## src/rtl/hsid_pkg.sv

```systemverilog
// hsid_pkg: shared widths, distance mode enum and sum-width helper for the HSID distance datapath
package hsid_pkg;
  localparam int HSID_DATA_WIDTH = 16;
  localparam int HSID_DATA_WIDTH_ACC = 34;
  typedef enum logic {
    HSID_SED = 1'b0,
    HSID_SAD = 1'b1
  } hsid_dist_mode_t;
  function automatic int hsid_sum_width(input int dw, input int lanes);
    return 2 * dw + $clog2(lanes);
  endfunction
endpackage

```

## src/rtl/hsid_lane_dist.sv

```systemverilog
// hsid_lane_dist: one lane, registered difference then registered masked squared or absolute difference
module hsid_lane_dist
  import hsid_pkg::*;
#(
  parameter int DATA_WIDTH = HSID_DATA_WIDTH
) (
  input  logic                      clk,
  input  logic                      rst,
  input  logic [DATA_WIDTH-1:0]     a,
  input  logic [DATA_WIDTH-1:0]     b,
  input  logic                      keep,
  input  logic                      mode,
  output logic [2*DATA_WIDTH-1:0]   val
);
  logic [DATA_WIDTH:0] diff_d, diff_q;
  logic keep_q, mode_q;
  logic [DATA_WIDTH-1:0] mag;
  logic [2*DATA_WIDTH-1:0] sq, val_d, val_q;
  always_comb begin
    diff_d = {1'b0, a} - {1'b0, b};
    mag = diff_q[DATA_WIDTH] ? ~diff_q[DATA_WIDTH-1:0] + DATA_WIDTH'(1) : diff_q[DATA_WIDTH-1:0];
    sq = {{DATA_WIDTH{1'b0}}, mag} * {{DATA_WIDTH{1'b0}}, mag};
    val_d = !keep_q ? '0 : (mode_q == HSID_SAD) ? {{DATA_WIDTH{1'b0}}, mag} : sq;
  end
  always_ff @(posedge clk) begin
    if (rst) begin
      diff_q <= '0;
      keep_q <= 1'b0;
      mode_q <= 1'b0;
      val_q <= '0;
    end else begin
      diff_q <= diff_d;
      keep_q <= keep;
      mode_q <= mode;
      val_q <= val_d;
    end
  end
  assign val = val_q;
endmodule

```

## src/rtl/hsid_vec_dist_acc.sv

```systemverilog
// hsid_vec_dist_acc: multi-lane SED/SAD vector distance accumulator with masking, restart and saturation
module hsid_vec_dist_acc
  import hsid_pkg::*;
#(
  parameter int DATA_WIDTH = HSID_DATA_WIDTH,
  parameter int LANES = 4,
  parameter int DATA_WIDTH_ACC = HSID_DATA_WIDTH_ACC
) (
  input  logic                          clk,
  input  logic                          rst,
  input  logic                          clear,
  input  logic                          mode,
  input  logic                          initial_acc_en,
  input  logic [DATA_WIDTH_ACC-1:0]     initial_acc,
  input  logic                          data_in_valid,
  input  logic [LANES*DATA_WIDTH-1:0]   data_in_a,
  input  logic [LANES*DATA_WIDTH-1:0]   data_in_b,
  input  logic [LANES-1:0]              data_in_keep,
  input  logic                          data_in_last,
  output logic                          acc_valid,
  output logic [DATA_WIDTH_ACC-1:0]     acc_value,
  output logic                          acc_last,
  output logic                          acc_of,
  output logic [15:0]                   acc_count
);
  localparam int SW = hsid_sum_width(DATA_WIDTH, LANES);
  localparam int PW = 2 * DATA_WIDTH;
  localparam int AW = DATA_WIDTH_ACC;
  logic flush;
  logic [LANES*DATA_WIDTH-1:0] a_q, b_q;
  logic [LANES-1:0] keep_q;
  logic mode_q;
  logic [3:0] v_d, v_q, l_d, l_q, e_d, e_q;
  logic [AW-1:0] init_d [4];
  logic [AW-1:0] init_q [4];
  logic [PW-1:0] val [LANES];
  logic [SW-1:0] sum_d, sum_q;
  logic start;
  logic [AW-1:0] prev;
  logic [AW:0] sum_ext, ext;
  logic [AW-1:0] acc_d, acc_q;
  logic of_d, of_q, pend_d, pend_q, valid_d, valid_q, last_d, last_q;
  logic [15:0] cnt_d, cnt_q;
  assign flush = rst | clear;
  always_ff @(posedge clk) begin
    if (flush) begin
      a_q <= '0;
      b_q <= '0;
      keep_q <= '0;
      mode_q <= 1'b0;
    end else begin
      a_q <= data_in_a;
      b_q <= data_in_b;
      keep_q <= data_in_keep;
      mode_q <= mode;
    end
  end
  genvar g;
  generate
    for (g = 0; g < LANES; g++) begin : g_lane
      hsid_lane_dist #(.DATA_WIDTH(DATA_WIDTH)) u_lane (
        .clk  (clk),
        .rst  (flush),
        .a    (a_q[g*DATA_WIDTH +: DATA_WIDTH]),
        .b    (b_q[g*DATA_WIDTH +: DATA_WIDTH]),
        .keep (keep_q[g]),
        .mode (mode_q),
        .val  (val[g])
      );
    end
  endgenerate
  always_comb begin
    v_d = {v_q[2:0], data_in_valid};
    l_d = {l_q[2:0], data_in_valid & data_in_last};
    e_d = {e_q[2:0], data_in_valid & initial_acc_en};
    init_d[0] = initial_acc;
    for (int i = 1; i < 4; i++) init_d[i] = init_q[i-1];
    sum_d = '0;
    for (int i = 0; i < LANES; i++) sum_d = sum_d + SW'(val[i]);
  end
  always_ff @(posedge clk) begin
    if (flush) begin
      v_q <= '0;
      l_q <= '0;
      e_q <= '0;
      for (int i = 0; i < 4; i++) init_q[i] <= '0;
      sum_q <= '0;
    end else begin
      v_q <= v_d;
      l_q <= l_d;
      e_q <= e_d;
      for (int i = 0; i < 4; i++) init_q[i] <= init_d[i];
      sum_q <= sum_d;
    end
  end
  always_comb begin
    start = e_q[3] | pend_q;
    prev = start ? (e_q[3] ? init_q[3] : '0) : acc_q;
    sum_ext = '0;
    sum_ext[SW-1:0] = sum_q;
    ext = {1'b0, prev} + sum_ext;
    acc_d = !v_q[3] ? acc_q : ext[AW] ? '1 : ext[AW-1:0];
    of_d = !v_q[3] ? of_q : (of_q & ~start) | ext[AW];
    cnt_d = !v_q[3] ? cnt_q : start ? 16'd1 : (&cnt_q) ? cnt_q : cnt_q + 16'd1;
    pend_d = v_q[3] ? l_q[3] : pend_q;
    valid_d = v_q[3];
    last_d = v_q[3] & l_q[3];
  end
  always_ff @(posedge clk) begin
    if (flush) begin
      acc_q <= '0;
      of_q <= 1'b0;
      cnt_q <= '0;
      pend_q <= 1'b1;
      valid_q <= 1'b0;
      last_q <= 1'b0;
    end else begin
      acc_q <= acc_d;
      of_q <= of_d;
      cnt_q <= cnt_d;
      pend_q <= pend_d;
      valid_q <= valid_d;
      last_q <= last_d;
    end
  end
  assign acc_valid = valid_q;
  assign acc_value = acc_q;
  assign acc_last = last_q;
  assign acc_of = of_q;
  assign acc_count = cnt_q;
endmodule

```

## config.mk

```make
export PLATFORM = sky130hd
export DESIGN_NAME = hsid_vec_dist_acc
export DESIGN_NICKNAME = d
export VERILOG_FILES = /design/src/rtl/hsid_pkg.sv /design/src/rtl/hsid_lane_dist.sv /design/src/rtl/hsid_vec_dist_acc.sv
export SDC_FILE = /design/constraint.sdc
export NUM_CORES = 2
export LEC_CHECK = 0
export ABC_AREA = 1
export BUFFER_PORTS_ARGS = -buffer_cell sky130_fd_sc_hd__buf_4
export CELL_PAD_IN_SITES_DETAIL_PLACEMENT = 0
export CELL_PAD_IN_SITES_GLOBAL_PLACEMENT = 1
export CORE_MARGIN = 2
export CORE_UTILIZATION = 29
export CTS_CLUSTER_DIAMETER = 120
export DETAILED_ROUTE_END_ITERATION = 10
export HOLD_SLACK_MARGIN = 0.05
export MAX_ROUTING_LAYER = met4
export PLACE_DENSITY_LB_ADDON = 0.1
export SLEW_MARGIN = 25
export SYNTH_ARGS = -nofsm -noshare
export SYNTH_HDL_FRONTEND = slang
export SYNTH_SLANG_ARGS = --single-unit
```

## constraint.sdc

```tcl
create_clock -name clk -period 6.95 [get_ports clk]
set_clock_uncertainty 0.2 [all_clocks]
set_input_delay 0.3475 -clock clk [delete_from_list [all_inputs] [get_ports clk]]
set_output_delay 0.3475 -clock clk [all_outputs]
set_load 0.03 [all_outputs]
```

# Word level (Yosys, flattened, before mapping)
# Memories as Yosys holds them, arrays and structs flattened.
# Cells that the tools add are included.
classes:
  addsub: 13
  multipliers: 4
  reduce_logical: 10
  eq_ne: 1
  bitwise_logic: 20
  n_mux: 20
op_table:
  columns: ["cell", "n"]
  rows:
  - ["$mux 34", 7]
  - ["$mux 16", 10]
  - ["$mul 16x16->32", 4]
  - ["$add 16x1->16 const B", 5]
  - ["$sub 16x16->17", 4]
  - ["$not 16->16", 4]
  - ["$add 34x34->35", 1]
  - ["$add 33x32->34", 1]
  - ["$add 34x32->34", 1]
  - ["$add 32x32->33", 1]
  - ["$reduce_and 16->1", 1]
  - ["$reduce_or 3->1", 4]
  - ["$reduce_or 2->1", 4]
  - ["$or 1x1->1", 7]
  - ["$not 1->1", 5]
  - ["$and 1x1->1", 4]
  - ["$mux 1", 3]
  - ["$ne 2x2->1 const B", 1]
  - ["$reduce_and 2->1", 1]
totals:
  ram_bits: 136
  elab_cells: 100
  output_inout_bits: 53
  ff_bits: 434
  n_memories: 1
  inputBits: 173
memory_table:
  columns: ["name", "depth", "word_bits", "rd", "rd_ports_with_merged_regs", "write_ports", "line_no", "source"]
  rows:
  - ["init_q", 4, 34, 4, 0, 4, "hsid_vec_dist_acc.sv:35", "logic [AW-1:0] init_q [4];"]

# Longest topological paths before layout
logic_depth:
  depth_word: 5
  mapped_depth: 38
  mapped_depth_nobuf: 35

# Modules after synthesis
# Synthesis repeated with hierarchy kept, for this count alone.
hier_totals:
  hier_cells: 7647
  area_unflattened_um2: 58183.3
modules_own_cells:
  columns: ["module", "instances", "cells_per_inst", "seq_area_each_um2", "area_each_um2"]
  rows:
  - ["hsid_vec_dist_acc", 1, 2362, 7387.1, 17669.4]
  - ["hsid_lane_dist (g_lane[1].u_lane)", 1, 1348, 1021.0, 10264.8]
  - ["hsid_lane_dist (g_lane[2].u_lane)", 1, 1324, 1021.0, 10168.5]
  - ["hsid_lane_dist (g_lane[0].u_lane)", 1, 1316, 1021.0, 10121.0]
  - ["hsid_lane_dist (g_lane[3].u_lane)", 1, 1297, 1021.0, 9959.6]

# Worst setup path after synthesis
# No wires, ideal clock.
synth_path:
  kind: "register to register"
  startpoint: "register g_lane[2].u_lane.diff_q[0]"
  endpoint: "register g_lane[2].u_lane.val_q[29]"
  slack_ps: 122
  setup_time_ps: 113
  arrival_ps: 6515
  path_stages_with_launch: 33
  n_path_buf: 2
  required_ps: 6637
  period_less_slack_ps: 6828
  path_cell_list: "dfxtp_1 inv_1 clkbuf_1 buf_1 ha_1 nand3_2 nor2_2 nand3_1 nand2_2 o21ai_2 xor2_2 inv_2 nand2_1 fa_1 fa_1 inv_1 fa_1 fa_1 fa_1 inv_1 fa_1 inv_1 ha_1 nand2_1 nor2_1 inv_1 nor2_1 and3_1 nand2_1 nand3_1 nand2_1 nand2_1 nor2_1"
synth_between:
  elab_chain_cells: 4
synth_lines:
  columns: ["element", "line_no", "source"]
  rows:
  - ["start, declared", "hsid_lane_dist.sv:15", "logic [DATA_WIDTH:0] diff_d, diff_q;"]
  - ["start signal, assigned", "hsid_lane_dist.sv:32", "diff_q <= diff_d;"]
  - ["$not 16->16", "hsid_lane_dist.sv:21", "mag = diff_q[DATA_WIDTH] ? ~diff_q[DATA_WIDTH-1:0] + DATA_WIDTH'(1) : diff_q[DATA_WIDTH-1:0];"]
  - ["$add 16x1->16", "hsid_lane_dist.sv:21", null]
  - ["$mux 16 *", "hsid_lane_dist.sv:21", null]
  - ["$mul 16x16->32 *", "hsid_lane_dist.sv:22", "sq = {{DATA_WIDTH{1'b0}}, mag} * {{DATA_WIDTH{1'b0}}, mag};"]
  - ["end signal, assigned", "hsid_lane_dist.sv:35", "val_q <= val_d;"]
  - ["end, declared", "hsid_lane_dist.sv:18", "logic [2*DATA_WIDTH-1:0] sq, val_d, val_q;"]
# Every way passes the cells marked *; elsewhere a longest branch is shown, timed or not.
# A chain may end at the register's enable or synchronous reset.

# Worst setup path after layout
layout_path:
  startpoint: "register g_lane[2].u_lane.diff_q[1]"
  endpoint: "register g_lane[2].u_lane.val_q[28]"
# Same word-level chain as after synthesis.

==> results.sh <==
export IMPL_hold_viol=0
export IMPL_row_count=161
export IMPL_cts_tree="built"
export IMPL_maxCapViolCount=0
export IMPL_multiInputGateArea_um2=38300
export IMPL_report_final_slew_viol_count=0
export IMPL_worstSetupStartpointType="flip-flop"
export IMPL_dp_hpwl_mm=153
export IMPL_die_y_um=445
export IMPL_dr_pass1_iters=5
export IMPL_outcome="completed"
export IMPL_synth_cell_types=65
export IMPL_placed_area_um2=62200
export IMPL_final_cells=10500
export IMPL_final_common_cell="inv_1"
export IMPL_route_met2_wl_mm=85.0
export IMPL_fillers=20700
export IMPL_gr_total_overflow=0
export IMPL_grt_use_total_pct=19.2
export IMPL_yosysSeqAreaShare_pct=20.2
export IMPL_min_path_type="in2reg"
export IMPL_maxSlewHeadroom_pct=36.9
export IMPL_pin_count=226
export IMPL_antenna_found_initial=4
export IMPL_cp_max_fo=7
export IMPL_start_util_pct=29.2
export IMPL_stdcell_area_um2=67200
export IMPL_nets=9304
export IMPL_grt_pass1_vias=49400
export IMPL_async_reset_ff_share_pct=0
export IMPL_vias_per_cell=4.45
export IMPL_syn_nets=8726
export IMPL_die_area_um2=198000
export IMPL_cp_end_kind="flip-flop"
export IMPL_crit_required_ns=7.39
export IMPL_clock_latency_ns=0.71
export IMPL_yosysTopAreaCell="fa_1"
export IMPL_syn_area_um2=56400
export IMPL_detail_route_wirelength_mm=182
export IMPL_syn_avg_cell_area_um2=7.70
export IMPL_post_route_util_pct=34.9
export IMPL_drc_errors=0
export IMPL_p_per_area_nw_per_um2=206
export IMPL_finalCriticalPeriod_ns=6.58
export IMPL_fp_dieW_um=445
export IMPL_p_leak_uw=0.0343
export IMPL_period_share_pct=94.7
export IMPL_grt_setup_unrepaired="true"
export IMPL_regArea_um2=11400
export IMPL_cts_buffers=75
export IMPL_drt_initial_drc_count=2380
export IMPL_core_um2=193000
export IMPL_max_freq_ghz=0.152
export IMPL_ys_warn_count=0
export IMPL_ant_nets=0
export IMPL_max_stage_delay_ns=0.53
export IMPL_critPathKind="reg2reg"
export IMPL_crit_arrival_ns=7.02
export IMPL_portBuffers=225
export IMPL_worst_pin_slew_ns=0.945
export IMPL_drive_gt1_share_pct=11.0
export IMPL_synth_seq_cells=570
export IMPL_synth_top_area_share_pct=25.5
export IMPL_synth_main_ff_cell="dfxtp_1"
export IMPL_synth_edf_count=0
export IMPL_dr_wl_met3_mm=5.40
export IMPL_synth_area_top_cells="fa_1 26%, dfxtp_1 20%, ha_1 12%"
export IMPL_routedLengthMet1_mm=88.0
export IMPL_numClockSinks=570
export IMPL_htree_levels=3
export IMPL_root_buffer="clkbuf_16"
export IMPL_place_gp_congestion=0.886
export IMPL_area_growth_pct=19.3
export IMPL_vias=46600
export IMPL_routedWlPerCell_um=17.3
export IMPL_setup_violations_final=0
export IMPL_highest_layer="met4"
export IMPL_clk_pin_slew_ns=0.06
export IMPL_grt_pass1_wl_mm=287
export IMPL_peakVddDrop_uv=161
export IMPL_grt_max_degree=127
export IMPL_synth_cells=7315
export IMPL_mostFrequentLayoutCells="1664 x inv_1, 1147 x nand2_1, 997 x nor2_1"
export IMPL_cts_max_path_buffers=3
export IMPL_dp_cells=10200
export IMPL_cpMaxStageDelayCell="fa_1"
## per-layer routing
metal  vias up  GRT usage, %
met5         -             -
met4         0          3.47
met3       149          1.95
met2       698          31.6
met1     22400          25.7
li1      23400             -
## stage by stage
step	setup TNS (ns)	hold slack, ns	setup WS, ns	total power, µW
5_1_grt	-0.0863	0.123	-0.0347	15100
3_5_place_dp	-0.0745	0.195	-0.0472	9650
4_1_cts	0	0.0977	0.0325	13900
6_report	0	0.149	0.370	13800
3_3_place_gp	-0.0649	0.194	-0.0535	9680
2_1_floorplan	0	0.194	0.122	7470
## what timing repair did
item / in CTS / in global routing
hold buffers: 173 / 0
gates resized for setup: 4 / 181
pin swaps: 0 / 8
hold endpoints to repair: 204 / 0
setup endpoints to repair: 7 / 75
setup buffers: 0 / 18
## final timing paths
path | startpoint | end | slack, ns | depth (start not counted)
max | g_lane[2].u_lane.diff_q[1] | g_lane[2].u_lane.val[28] | 0.37 | 30
min | clear | g_lane[3].u_lane.diff_q[15] | 0.15 | 5
max reg2reg | g_lane[2].u_lane.diff_q[1] | g_lane[2].u_lane.val[28] | 0.37 | 30
min reg2reg | init_q[1][12] | init_q[2][12] | 0.19 | 2
## cell usage after synthesis (9+ instances only)
cell and count:
xnor2_1 35, clkbuf_1 79, fa_1 718, nand4_1 41, nor4_1 12, a31oi_1 14, nor2_2 23, dfxtp_1 570
clkinv_1 11, buf_4 10, nand3_1 192, a22o_1 27, o21bai_1 33, nor2_1 1044, inv_2 42, nand2_2 32
xor2_1 51, buf_2 28, and2_1 10, o21a_1 32, o22ai_1 23, o21ai_0 304, nor2_4 9, o211ai_1 13
ha_1 520, a21boi_0 19, nand3b_1 15, nand2_1 1158, inv_1 1669, a21o_1 21, o21ai_1 24, nor3_1 50
a21oi_1 391, o21ai_2 10, buf_6 10
## report_power, final
group          total [µW]  switching [µW]  internal [µW]  leakage [µW]
combinational        6420            3990           2420        0.0285
sequential           3400            51.7           3350       0.00463
clock                4000            1680           2310       0.00124
## layout make-up
cell class              count  area share (%)
multi-input cells        4890            57.0
well taps                2526            4.70
flip-flops and latches    570            17.0
repair buffers            633            7.85
diodes                      1         0.00372
clock inverters            31           0.692
inverters                1723            9.70
clock buffers             101            3.11
## cells by family (layout without fill, tap and decap cells)
family	count (synthesis)	count (layout)	share of synthesized area [%]
flip-flops	570	570	20.2
other	0	1	0
XOR/XNOR	94	94	1.67
AND/OR/NAND/NOR	2620	2620	19.0
AO/OA/AOI/OAI	938	938	9.39
adder cells (fa/ha/maj)	1238	1238	37.1
buffers and inverters	1855	2488	12.6
## sequential cells by signal (all words and copies together) (netlist names), 16 cells and up
| signal | flops |
|---|---|
| b_q | 64 |
| sum_q | 34 |
| g_lane.u_lane.diff_q | 68 |
| g_lane.u_lane.val | 128 |
| a_q | 64 |
| acc_count | 16 |
| acc_value | 34 |
| init_q | 136 |
## worst max-delay path, delay by kind of cell (launching register included)
family / cells / cell delay (ns)
flip-flops: 1 / 0.31
adder cells (fa/ha/maj): 8 / 3.57
XOR/XNOR: 1 / 0.08
buffers and inverters: 8 / 0.79
AO/OA/AOI/OAI: 2 / 0.30
AND/OR/NAND/NOR: 11 / 1.29
Note: power is estimated with default switching activity, not from simulation.
